`src/rtl/writeback_queue.sv`:
```
// Write-back queue: a FIFO of {reg, data} entries that drains one register-file write per cycle.
// Define WBQ_BYPASS_EN to add a youngest-match bypass lookup over the queued entries.
module writeback_queue #(
    parameter int unsigned DEPTH    = 4,
    parameter int unsigned REG_BITS = 5
) (
    input  logic                   clock,
    input  logic                   reset,
    input  logic                   in_valid,
    output logic                   in_ready,
    input  logic [REG_BITS-1:0]    in_reg,
    input  logic [31:0]            in_data,
    input  logic                   stall,
    output logic                   ctrl_writeEnable,
    output logic [31:0]            ctrl_writeReg,
    output logic [31:0]            data_writeReg,
    output logic [$clog2(DEPTH):0] count,
    input  logic [REG_BITS-1:0]    rd_reg,
    output logic                   rd_hit,
    output logic [31:0]            rd_data
);

    localparam int unsigned PtrW = $clog2(DEPTH);
    localparam int unsigned CntW = PtrW + 1;
    localparam logic [CntW-1:0] Full = CntW'(DEPTH);

    logic [REG_BITS-1:0] reg_q  [DEPTH];
    logic [31:0]         data_q [DEPTH];
    logic [PtrW-1:0]     wr_ptr_q, wr_ptr_d;
    logic [PtrW-1:0]     rd_ptr_q, rd_ptr_d;
    logic [CntW-1:0]     count_q, count_d;

    logic push, pop, not_empty;

    assign not_empty = (count_q != '0);
    assign in_ready  = (count_q < Full);
    // Register 0 is hard-wired, so its writes are acknowledged but dropped.
    assign push      = in_valid && in_ready && (in_reg != '0);
    assign pop       = not_empty && !stall;

    assign ctrl_writeEnable = pop;
    assign ctrl_writeReg    = pop ? (32'd1 << reg_q[rd_ptr_q]) : 32'd0;
    assign data_writeReg    = not_empty ? data_q[rd_ptr_q] : 32'd0;
    assign count            = count_q;

    always_comb begin
        wr_ptr_d = wr_ptr_q;
        rd_ptr_d = rd_ptr_q;
        count_d  = count_q;
        if (push) begin
            wr_ptr_d = wr_ptr_q + PtrW'(1);
        end
        if (pop) begin
            rd_ptr_d = rd_ptr_q + PtrW'(1);
        end
        if (push && !pop) begin
            count_d = count_q + CntW'(1);
        end else if (pop && !push) begin
            count_d = count_q - CntW'(1);
        end
    end

    always_ff @(posedge clock or negedge reset) begin
        if (!reset) begin
            wr_ptr_q <= '0;
            rd_ptr_q <= '0;
            count_q  <= '0;
        end else begin
            wr_ptr_q <= wr_ptr_d;
            rd_ptr_q <= rd_ptr_d;
            count_q  <= count_d;
        end
    end

    always_ff @(posedge clock or negedge reset) begin
        if (!reset) begin
            for (int unsigned i = 0; i < DEPTH; i++) begin
                reg_q[i]  <= '0;
                data_q[i] <= '0;
            end
        end else if (push) begin
            reg_q[wr_ptr_q]  <= in_reg;
            data_q[wr_ptr_q] <= in_data;
        end
    end

`ifdef WBQ_BYPASS_EN
    // Scan oldest to youngest so the last match seen is the youngest one.
    always_comb begin
        rd_hit  = 1'b0;
        rd_data = 32'd0;
        for (int unsigned i = 0; i < DEPTH; i++) begin
            if ((CntW'(i) < count_q) && (rd_reg != '0) &&
                (reg_q[rd_ptr_q + PtrW'(i)] == rd_reg)) begin
                rd_hit  = 1'b1;
                rd_data = data_q[rd_ptr_q + PtrW'(i)];
            end
        end
    end
`else
    logic unused_rd_reg;
    assign unused_rd_reg = ^rd_reg;
    assign rd_hit        = 1'b0;
    assign rd_data       = 32'd0;
`endif

endmodule

```
`config.mk`:
```
export PLATFORM = sky130hd
export DESIGN_NAME = writeback_queue
export DESIGN_NICKNAME = d
export VERILOG_FILES = /design/src/rtl/writeback_queue.sv
export SDC_FILE = /design/constraint.sdc
export NUM_CORES = 1
export LEC_CHECK = 0
export CORE_MARGIN = 2
export CORE_UTILIZATION = 55
export CTS_CLUSTER_SIZE = 28
export DETAILED_ROUTE_END_ITERATION = 10
export GPL_TIMING_DRIVEN = 1
export HOLD_SLACK_MARGIN = 0.15
export PLACE_DENSITY = 0.83
export SYNTH_ARGS = -nofsm -noshare
export SYNTH_HDL_FRONTEND = slang
export SYNTH_SLANG_ARGS = --single-unit
```
`constraint.sdc`:
```
create_clock -name clock -period 6.1 [get_ports clock]
set_clock_uncertainty 0.05 [all_clocks]
set_input_delay 1.22 -clock clock [delete_from_list [all_inputs] [get_ports clock]]
set_output_delay 1.22 -clock clock [all_outputs]
set_load 0.01 [all_outputs]
```
==> results.py <==
metrics = {
    "status": {
        "status": "finished clean",
    },
    "route": {
        "routed_wl_mm": 15.6,
        "wl_met3_um": 833,
        "vias": 4535,
        "first_pass_iters": 4,
        "via_per_inst": 5.64,
        "routed-wl-met2_mm": 8.03,
        "drc": 0,
        "wl_per_cell_um": 19.4,
        "met1Wirelength_mm": 6.54,
        "ant_nets": 0,
        "drt_iter0_drc": 204,
        "top_layer_used": "met4",
    },
    "yosys": {
        "synth_xor_area_frac": 0.00692,
        "synth-compound-area-share": 0.0119,
        "synth.avg_cell_area_um2": 14.7,
        "ys_ff_latch": 155,
        "synth_top_family_by_area": "multiplexers",
        "synthAdderAreaFrac": 0.0109,
        "synthSimpleGateAreaFrac": 0.0606,
        "syn_area_um2": 7600,
        "yosys_warnings": 0,
        "synth_top_area_share": 0.511,
        "yosysTopAreaCell": "dfrtp_1",
        "syn_inst": 518,
        "synth_mux_area_frac": 0.332,
        "synth_area_leaders": "dfrtp_1 51%, mux2_2 20%, mux4_2 11%",
        "yosysUniqueCellTypes": 28,
        "seq_area_frac_synth": 0.511,
    },
    "global_routing": {
        "grt_max_degree": 110,
        "grt_pass1_vias": 4885,
        "grt.total_usage": 0.227,
        "grt_pass1_wl_mm": 25.4,
        "grt_antenna_before_repair": 0,
        "overflow": 0,
    },
    "worst_setup_path": {
        "worstPathArrival_ns": 3.26,
        "cp.depth": 4,
        "critPathSlowestCell": "dfrtp_2",
        "critical_path_required_ns": 4.83,
        "crit_path_end_kind": "primary output",
        "critPathBufInv": 1,
        "crit_path_start_kind": "flip-flop",
        "reg2reg_from": "count[2]",
        "cpPeakStageDelay_ns": 0.80,
        "path_class": "reg2out",
        "crit_chain": "mux4_2, or3_1, nor3_1, clkdlybuf4s50_1",
        "r2r_cells": 9,
        "path_delay_family": "simple AND/OR/NAND/NOR gates",
        "crit_path_start": "rd_ptr_q[0]",
        "crit_fanout": 20,
    },
    "timing": {
        "maxSlewViolCount": 0,
        "relSlewSlack": 0.352,
        "rsz0062_at_grt": "false",
        "period_share": 0.743,
        "min_period_ns": 4.53,
        "fin_hold_ws_ns": 0.444,
        "setup_viol": 0,
        "fmax_ghz": 0.221,
        "hold_violations": 0,
        "setup_ws_ns": 1.57,
        "worst_slew_pin_slew_ns": 0.972,
        "tns_ns": 0,
    },
    "min_path": {
        "worstHoldPathType": "reg2reg",
        "min_path_cells": 1,
        "hold_start": "reg_q[16]",
    },
    "cts": {
        "clock_path_buffers": 2,
        "tritoncts": "done",
        "cts.clk_slew.worst_paths_ns": 0.06,
        "postCtsSetupBuffers": 0,
        "ctsResizeCount": 0,
        "clkLatencyLatePin_ns": 0.42,
        "cts_buffers": 17,
        "htreeDepth": 4,
        "cts_sinks": 155,
        "cts_hold_buf": 0,
        "cts-root-buf": "clkbuf_16",
    },
    "floorplan": {
        "num_io_pins": 148,
        "start_util": 0.569,
        "die_area_um2": 14800,
        "die_h_um": 122,
        "num_rows": 42,
        "coreArea_um2": 13300,
        "die_w_um": 122,
    },
    "cells_and_area": {
        "antenna_cells": 0,
        "final_util": 0.692,
        "final_cell_count_no_fill": 804,
        "final_nets": 669,
        "n_fill_cell": 880,
        "stdcell_area_um2": 9240,
        "syn_to_final_growth_pct": 21.6,
        "drive_gt1_frac": 0.352,
    },
    "run": {
        "drv_cap": 0,
    },
    "power_and_ir_drop": {
        "power_density_nw_per_um2": 592,
        "irDropWorstVdd_uv": 337,
        "leakagePower_nw": 3.85,
        "power_mw": 5.47,
    },
    "placed_design": {
        "io_buffer_count": 109,
        "routabilityCongestion": 0.738,
        "placedCellCount": 774,
        "dp_hpwl_mm": 10.1,
        "post-place-ws_ns": 1.68,
        "dpl_cell_area_um2": 8610,
    },
}
## layout make-up
type,instances,area [µm²],share of cell area
Clock inverter,11,170,0.0184
Multi-Input combinational cell,319,3330,0.361
Timing Repair Buffer,117,1150,0.125
Inverter,7,26.3,0.00285
Clock buffer,19,453,0.0490
Sequential cell,155,3880,0.420
Tap cell,176,220,0.0238
## power breakdown
part / switching [mW] / leakage (nW) / internal, mW
Combinational: 0.992 / 1.71 / 1.48
Clock: 0.406 / 0.285 / 0.700
Sequential: 0.333 / 1.86 / 1.55
Total: 1.73 / 3.85 / 3.74
## final timing paths
kind | to | slack [ns]
max | ctrl_writeReg[21] | 1.57
min | reg_q[16] | 0.44
max reg2reg | count[2] | 3.34
min reg2reg | reg_q[16] | 0.44
max in group asynchronous | rd_ptr_q[0] | 3.87
min in group asynchronous | data_q[55] | 0.85
## cells in the mapped netlist (all sizes together)
library cell / n
nor2: 2
nor2b: 1
o21ai: 1
or3: 2
xor2: 2
xnor2: 4
nand2: 2
buf: 52
or4: 1
nand3: 3
nand2b: 4
nor3: 32
nor4: 1
inv: 7
or2: 2
mux2: 150
mux4: 37
ha: 5
clkbuf: 17
o211ai: 4
and2: 32
dfrtp: 155
conb: 1
fa: 1
## cells in the final DEF (no fill, tap or decap), drive strengths merged
cell           synthesis  final
inv                    7      7
nor2b                  1      1
and2                  32     32
or4                    1      1
dfrtp                155    155
ha                     5      5
bufinv                 0      4
xor2                   2      2
o21ai                  1      1
buf                   52      9
mux4                  37     37
o211ai                 4      4
xnor2                  4      4
clkinvlp               0      6
fa                     1      1
nor3                  32     32
or2                    2      2
or3                    2      2
nand2b                 4      4
clkbuf                17     19
clkinv                 0      1
nor4                   1      1
conb                   1     33
nand2                  2      2
nor2                   2      2
nand3                  3      3
clkdlybuf4s50          0    108
mux2                 150    150
## kinds of logic (layout without fill, tap and decap cells)
| kind of cell | Yosys count | count (layout) |
|---|---|---|
| xor gates and xnor gates | 6 | 6 |
| other | 1 | 33 |
| buffers and inverters | 76 | 154 |
| adders and majority gates | 6 | 6 |
| and+or+nand+nor | 82 | 82 |
| muxes | 187 | 187 |
| DFF | 155 | 155 |
| AOI/OAI and AO/OA | 5 | 5 |
## per-layer routing
metal  track usage  vias to the layer above
li1              -                     2004
met1         0.287                     2371
met2         0.388                      143
met3        0.0534                       17
met4        0.0776                        0
met5             0                        -
## sequential cells by signal (all words and copies together) (netlist names)
signal,count
count,3
data_q,128
rd_ptr_q,2
reg_q,20
wr_ptr_q,2
Note: power is estimated with default switching activity, not from simulation.
